[src/rtl/renode_axi_pkg.sv]
// Shared AXI burst/response types and burst address generation for the
// Renode memory bridge subordinates.
package renode_axi_pkg;

    typedef logic [7:0] burst_length_t;
    typedef logic [2:0] burst_size_t;
    typedef logic [1:0] burst_type_t;
    typedef logic [1:0] response_t;

    localparam burst_type_t BurstFixed = 2'd0;
    localparam burst_type_t BurstIncr  = 2'd1;
    localparam burst_type_t BurstWrap  = 2'd2;

    localparam response_t RespOkay   = 2'd0;
    localparam response_t RespSlvErr = 2'd2;

    typedef enum logic [1:0] {
        StIdle = 2'd0,
        StData = 2'd1,
        StResp = 2'd2
    } wr_state_e;

    function automatic logic wrap_len_ok(input burst_length_t len);
        return (len == 8'd1) || (len == 8'd3) || (len == 8'd7) || (len == 8'd15);
    endfunction

    // Computed at 64 bits so read and write subordinates of any address width
    // up to 64 can share it; callers truncate to their own width.
    function automatic logic [63:0] next_burst_address(
        input logic [63:0]   addr,
        input burst_size_t   size,
        input burst_length_t len,
        input burst_type_t   burst
    );
        logic [63:0] step;
        logic [63:0] wrap_mask;
        logic [63:0] incr;
        logic [63:0] result;
        step      = 64'd1 << size;
        wrap_mask = ((64'(len) + 64'd1) << size) - 64'd1;
        incr      = addr + step;
        case (burst)
            BurstFixed: result = addr;
            BurstWrap:  result = (addr & ~wrap_mask) | (incr & wrap_mask);
            default:    result = incr;
        endcase
        return result;
    endfunction

endpackage

[src/rtl/renode_axi_write_subordinate.sv]
// AXI4 write subordinate: splits each AW/W burst into single-beat memory
// write requests and returns one B response per burst.
module renode_axi_write_subordinate
    import renode_axi_pkg::*;
#(
    parameter int AddressWidth       = 64,
    parameter int DataWidth          = 64,
    parameter int TransactionIdWidth = 8
) (
    input  logic                          i_aclk,
    input  logic                          i_areset,
    input  logic [TransactionIdWidth-1:0] i_awid,
    input  logic [AddressWidth-1:0]       i_awaddr,
    input  burst_length_t                 i_awlen,
    input  burst_size_t                   i_awsize,
    input  burst_type_t                   i_awburst,
    input  logic                          i_awvalid,
    output logic                          o_awready,
    input  logic [DataWidth-1:0]          i_wdata,
    input  logic [DataWidth/8-1:0]        i_wstrb,
    input  logic                          i_wlast,
    input  logic                          i_wvalid,
    output logic                          o_wready,
    output logic [TransactionIdWidth-1:0] o_bid,
    output response_t                     o_bresp,
    output logic                          o_bvalid,
    input  logic                          i_bready,
    output logic                          o_mem_valid,
    input  logic                          i_mem_ready,
    output logic [AddressWidth-1:0]       o_mem_addr,
    output logic [DataWidth-1:0]          o_mem_wdata,
    output logic [DataWidth/8-1:0]        o_mem_strb,
    input  logic                          i_mem_err
);

    localparam burst_size_t MaxSize = burst_size_t'($clog2(DataWidth / 8));

    wr_state_e                     r_state;
    logic [TransactionIdWidth-1:0] r_id;
    logic [AddressWidth-1:0]       r_addr;
    burst_length_t                 r_len;
    burst_size_t                   r_size;
    burst_type_t                   r_burst;
    burst_length_t                 r_cnt;
    logic                          r_err;
    logic                          r_bad;

    logic                    w_in_data;
    logic                    w_bad_aw;
    logic                    w_beat;
    logic                    w_last;
    logic                    w_mem_fire;
    logic                    w_err_next;
    logic [AddressWidth-1:0] w_next_addr;

    assign w_bad_aw = (i_awsize > MaxSize) || (i_awburst == 2'd3) ||
                      ((i_awburst == BurstWrap) && !wrap_len_ok(i_awlen));

    // Bad bursts are drained with wready held high so the manager never stalls.
    assign w_in_data   = (r_state == StData);
    assign o_wready    = w_in_data && (r_bad || i_mem_ready);
    assign o_mem_valid = w_in_data && !r_bad && i_wvalid;
    assign o_mem_addr  = r_addr;
    assign o_mem_wdata = i_wdata;
    assign o_mem_strb  = i_wstrb;

    assign w_beat      = i_wvalid && o_wready;
    assign w_last      = (r_cnt == r_len);
    assign w_mem_fire  = o_mem_valid && i_mem_ready;
    assign w_err_next  = r_err || (w_mem_fire && i_mem_err) || (i_wlast != w_last);
    assign w_next_addr = AddressWidth'(next_burst_address(64'(r_addr), r_size, r_len, r_burst));

    always_ff @(posedge i_aclk) begin
        if (i_areset) begin
            r_state   <= StIdle;
            r_id      <= '0;
            r_addr    <= '0;
            r_len     <= '0;
            r_size    <= '0;
            r_burst   <= BurstFixed;
            r_cnt     <= '0;
            r_err     <= 1'b0;
            r_bad     <= 1'b0;
            o_awready <= 1'b1;
            o_bvalid  <= 1'b0;
            o_bresp   <= RespOkay;
            o_bid     <= '0;
        end else begin
            case (r_state)
                StIdle: begin
                    if (i_awvalid) begin
                        r_id      <= i_awid;
                        r_addr    <= i_awaddr;
                        r_len     <= i_awlen;
                        r_size    <= i_awsize;
                        r_burst   <= i_awburst;
                        r_cnt     <= '0;
                        r_err     <= w_bad_aw;
                        r_bad     <= w_bad_aw;
                        o_awready <= 1'b0;
                        r_state   <= StData;
                    end
                end
                StData: begin
                    if (w_beat) begin
                        r_cnt  <= r_cnt + 8'd1;
                        r_err  <= w_err_next;
                        r_addr <= w_next_addr;
                        if (w_last) begin
                            o_bvalid <= 1'b1;
                            o_bid    <= r_id;
                            o_bresp  <= w_err_next ? RespSlvErr : RespOkay;
                            r_state  <= StResp;
                        end
                    end
                end
                StResp: begin
                    if (i_bready) begin
                        o_bvalid  <= 1'b0;
                        o_awready <= 1'b1;
                        r_state   <= StIdle;
                    end
                end
                default: begin
                    r_state   <= StIdle;
                    o_awready <= 1'b1;
                    o_bvalid  <= 1'b0;
                end
            endcase
        end
    end

endmodule

[config.mk]
export PLATFORM = sky130hd
export DESIGN_NAME = renode_axi_write_subordinate
export DESIGN_NICKNAME = d
export VERILOG_FILES = /design/src/rtl/renode_axi_pkg.sv /design/src/rtl/renode_axi_write_subordinate.sv
export SDC_FILE = /design/constraint.sdc
export NUM_CORES = 1
export LEC_CHECK = 0
export ABC_AREA = 1
export BUFFER_PORTS_ARGS = -buffer_cell sky130_fd_sc_hd__clkbuf_2
export CAP_MARGIN = 20
export CELL_PAD_IN_SITES_DETAIL_PLACEMENT = 1
export CELL_PAD_IN_SITES_GLOBAL_PLACEMENT = 1
export CORE_UTILIZATION = 34
export CTS_CLUSTER_SIZE = 40
export DETAILED_ROUTE_END_ITERATION = 12
export PLACE_DENSITY = 0.86
export SYNTH_ARGS = -nofsm -noshare
export SYNTH_HDL_FRONTEND = slang
export SYNTH_SLANG_ARGS = --single-unit
[constraint.sdc]
create_clock -name i_aclk -period 4.4 [get_ports i_aclk]
set_input_delay 0 -clock i_aclk [delete_from_list [all_inputs] [get_ports i_aclk]]
set_output_delay 0 -clock i_aclk [all_outputs]
set_load 0.005 [all_outputs]
Word-level counts from Yosys, hierarchy flattened
Cells that the tools add are included.
- register bits after elaboration: 109
- word-level logic and storage cells: 92
- add/sub/neg operators: 4
- order comparisons: 1
- equal/unequal tests: 16
- shifts and indexed selects: 2
- muxes and demuxes: 23
- bitwise gates (word level): 6
- reduce and logical (&&, ||, !) cells: 27
- operators with widths (cell ; number):
    one-hot mux 64 bit (2 select lines) ; 2
    bitwise AND 64 bit ; 2
    two-way mux 64 bit ; 2
    adder 64 bit ; 1
    inverter 64 bit ; 1
    OR 64 bit ; 1
    << shifter 1 x 3 -> 64 bit, first input constant ; 1
    << shifter 9 x 3 -> 64 bit ; 1
    subtractor 64 x 1 -> 64 bit, second input constant ; 1
    two-way mux 8 bit ; 2
    one-hot mux 8 bit (2 select lines) ; 1
    AND reduction 4 bit ; 3
    two-way mux 2 bit ; 5
    adder 8 x 1 -> 9 bit, second input constant ; 1
    AND reduction 3 bit ; 3
    adder 8 x 1 -> 8 bit, second input constant ; 1
    equality test 2 bit, second input constant ; 4
    equality test 8 x 1 -> 1 bit, second input constant ; 1
    equality test 8 x 2 -> 1 bit, second input constant ; 1
    equality test 8 x 3 -> 1 bit, second input constant ; 1
    equality test 8 x 4 -> 1 bit, second input constant ; 1
    equality test 8 bit ; 1
    logical OR 1 bit ; 8
    logical AND 1 bit ; 7
    other kinds (14) ; 27

Depth between registers and ports, before layout
- word-level depth: 9
- mapped depth: 21
- gate-level depth less buffers: 19

Least setup slack after synthesis
OpenSTA, ideal clock, no wires.
- kind: reg-to-reg
- start: register r_size[2]
- end: register (tool-made name)
- library setup time: 0.070 ns
- arrival time: 2.968 ns
- path slack: 1.362 ns
- cell stages (with the launch flop): 18
- buffers on the path: 2
- clock period less this slack: 3.038 ns
- cells stage by stage: dfxtp_1 -> buf_2 -> buf_1 -> nor3_1 -> ha_1 -> inv_1 -> fa_1 -> inv_1 -> nand3_1 -> nand2_1 -> nand4_1 -> nand2_1 -> nand3_1 -> nor4_1 -> nand2_1 -> o21ai_0 -> nand4_1 -> a21oi_1
- RTL lines (element ; RTL line ; source):
    start, declared ; renode_axi_write_subordinate.sv:42 ; burst_size_t r_size;
    start signal, assigned ; renode_axi_write_subordinate.sv:95 ; r_size <= i_awsize;

==> reports/results.tsv <==
stage	metric	value	unit
yosys	syn_area	0.008758	mm2
timing	finClkSkew	0.01664	ns
yosys	yosysWarnings	0	
drt	postRouteAntennaNets	0	
timing	relSlewSlack	41.28	%
yosys	syn_area_per_cell	6.194	um2
timing	min_period	3.915	ns
yosys	syn_nets	1592	
floorplan	core	0.02525	mm2
floorplan	die_w	162.5	um
drt	wirelength	34150	um
floorplan	row_count	58	
run	cap_violations	0	
yosys	yosys.cell_types.count	56	
setup_path	cp_cell_sequence	inv_1 > nor3_1 > ha_1 > nand2_1 > nor2_1 > nand3_1 > o211ai_1 > nand2_1 > nor3_1 > nand3_1 > nor2_1 > a21oi_1 > o21ai_0 > a21oi_1	
setup_path	worstPathMaxFanout	21	
drt	drtIter0Drc	709	
setup_path	critPathSlowestCell	dfxtp_1	
layout	seq_area	0.002162	mm2
setup_path	critPathRequiredTime	4.64	ns
timing	finalCritPeriodShare	88.98	%
global_route	grt_max_degree	76	
layout	final_common_cell	nand2_1	
clock_network	clockRootBuffer	clkbuf_16	
power_and_ir_drop	p_per_area	302.2	mW/mm2
timing	clock.fmax	0.2554	GHz
drt	avgRoutedWirePerCell	18.26	um
layout	drive_gt1_share	17.61	%
yosys	synth_edf_count	0	
layout	multi_input_area	0.005308	mm2
placed_design	port_buffers	169	
drt	drc	0	
power_and_ir_drop	ir_drop	204.9	uV
power_and_ir_drop	p_leak	4.474	nW
clock_network	cts_buffers	9	
timing	setup-violations-final	0	
worst_hold_path	hold_class	input port to primary output	
global_route	antenna_found_initial	1	
global_route	grt_overflow	0	
timing	grt_setup_unrepaired	false	
clock_network	clockBufferDepth	2	
clock_network	clk_pin_slew_worst_paths	0.08	ns
clock_network	worstSkewPairLatency	0.37	ns
drt	vias	10060	
timing	finalSetupTns	0	ns
setup_path	critPathMaxStageDelay	0.83	ns
setup_path	start_kind	flip-flop	
global_route	grt_first_pass_wirelength	54190	um
yosys	synth-seq-cells	108	
floorplan	die_h	162.5	um
yosys	async_flop_share	0	%
layout	nFillCells	3390	
timing	hold_viol_final	0	
layout	fin_nets	1712	
global_route	track_usage	25.82	%
run_status	status	completed	
layout	mostFrequentLayoutCells	nand2_1 (300), nor2_1 (190), clkbuf_2 (169), nand3_1 (119), inv_1 (116)	
placed_design	place.gp.congestion	0.9282	
floorplan	start_util	34.68	%
setup_path	path_class	flip-flop to flip-flop	
yosys	yosysSeqAreaShare	24.69	%
placed_design	dp_hpwl	25620	um
yosys	synth_cells	1414	
floorplan	die-area	0.02641	mm2
global_route	grt_pass1_vias	10220	
setup_path	end_kind	flip-flop	
timing	worst_hold_slack	0.000001650	ns
drt	viasPerCell	5.378	
clock_network	cts_tree	done	
floorplan	ios	315	
timing	tightest_slew	0.8808	ns
layout	area_delta_synth_final	16.01	%
timing	slew_viol_final	0	
drt	first_pass_iters	5	
setup_path	arrival	4.16	ns
clock_network	cts_max_level	3	
clock_network	cts.sinks	108	
yosys	synthFlopType	dfxtp_1	
cells by family (layout without fill, tap and decap cells):
| group | Yosys count | after routing | synth area share [%] |
|---|---|---|---|
| fa+ha+maj | 13 | 13 | 1.943 |
| buf+inv | 252 | 377 | 14.77 |
| compound gates | 242 | 242 | 15.34 |
| mux | 3 | 3 | 0.3429 |
| simple gates | 762 | 762 | 39.57 |
| other cells | 1 | 2 | 0.04282 |
| xor+xnor | 33 | 33 | 3.300 |
| flops | 108 | 108 | 24.69 |
worst max-delay path: cells and delay by family, from the launching register on:
kind                     cells  cell delay (ns)
AO/OA/AOI/OAI                4             0.55
adder cells (fa/ha/maj)      1             0.26
buffers and inverters        1             0.20
flip-flops                   1             0.83
AND/OR/NAND/NOR              8             1.96
layer usage:
layer / up-vias / wire (um) / global-route usage, %
met5: - / 0 / 0
met4: 0 / 961 / 9.691
met1: 4773 / 15080 / 33.09
li1: 4840 / - / -
met3: 89 / 2490 / 5.500
met2: 355 / 15620 / 42.21
cell usage after synthesis, types with 23 or more instances:
master / n / area share, %
a21oi_1: 90 / 5.1
buf_4: 76 / 6.5
clkbuf_1: 26 / 1.1
dfxtp_1: 108 / 25
inv_1: 116 / 5.0
nand2_1: 300 / 13
nand3_1: 119 / 6.8
nand4_1: 32 / 2.3
nor2_1: 190 / 8.1
nor3_1: 40 / 2.3
o21ai_0: 84 / 4.8
o21ai_1: 26 / 1.5
xor2_1: 23 / 2.3
path summary, 6_finish.rpt:
kind	startpoint	to	slack, ns	cells after the start
min	i_wdata[12]	o_mem_wdata[12]	0.000002	0
max	r_size[0]$_SDFFE_PP0P_	flip-flop	0.48	14
min reg2reg	flip-flop	flip-flop	0.49	2
max reg2reg	r_size[0]$_SDFFE_PP0P_	flip-flop	0.48	14
timing repair:
item	in CTS	in global routing
endpoints found under the hold margin	54	0
buffers inserted	0	0
resized for setup	0	0
hold buffers	55	0
stage by stage:
step	setup WS (ns)	util [%]	total power, W	instance area (um2)	std cells
floorplan	1.362	-	0.001845	8758	1414
global placement	0.8832	36.79	0.002090	9290	1798
detailed placement	0.7369	36.79	0.002122	9290	1798
CTS	0.5552	40.22	0.003074	10160	1869
global route	0.08058	40.23	0.003240	10160	1870
finish	0.4849	40.23	0.003071	10160	1870
report_power, final:
part / internal (W) / switching (W) / leakage (nW) / total [W]
clock: 0.000458 / 0.000456 / 0.155 / 0.000914
combinational: 0.000342 / 0.000583 / 3.43 / 0.000925
sequential: 0.00107 / 0.000158 / 0.890 / 0.00123
layout make-up:
| class | instances | area share [%] |
|---|---|---|
| antenna | 1 | 0.02463 |
| inverter | 126 | 4.716 |
| multi-input combinational | 1054 | 52.23 |
| timing repair buffer | 235 | 14.55 |
| sequential | 108 | 21.28 |
| tap | 330 | 4.064 |
| clock buffer | 9 | 2.216 |
| clock inverter | 7 | 0.9112 |
Power figures use the tool's default switching activity.
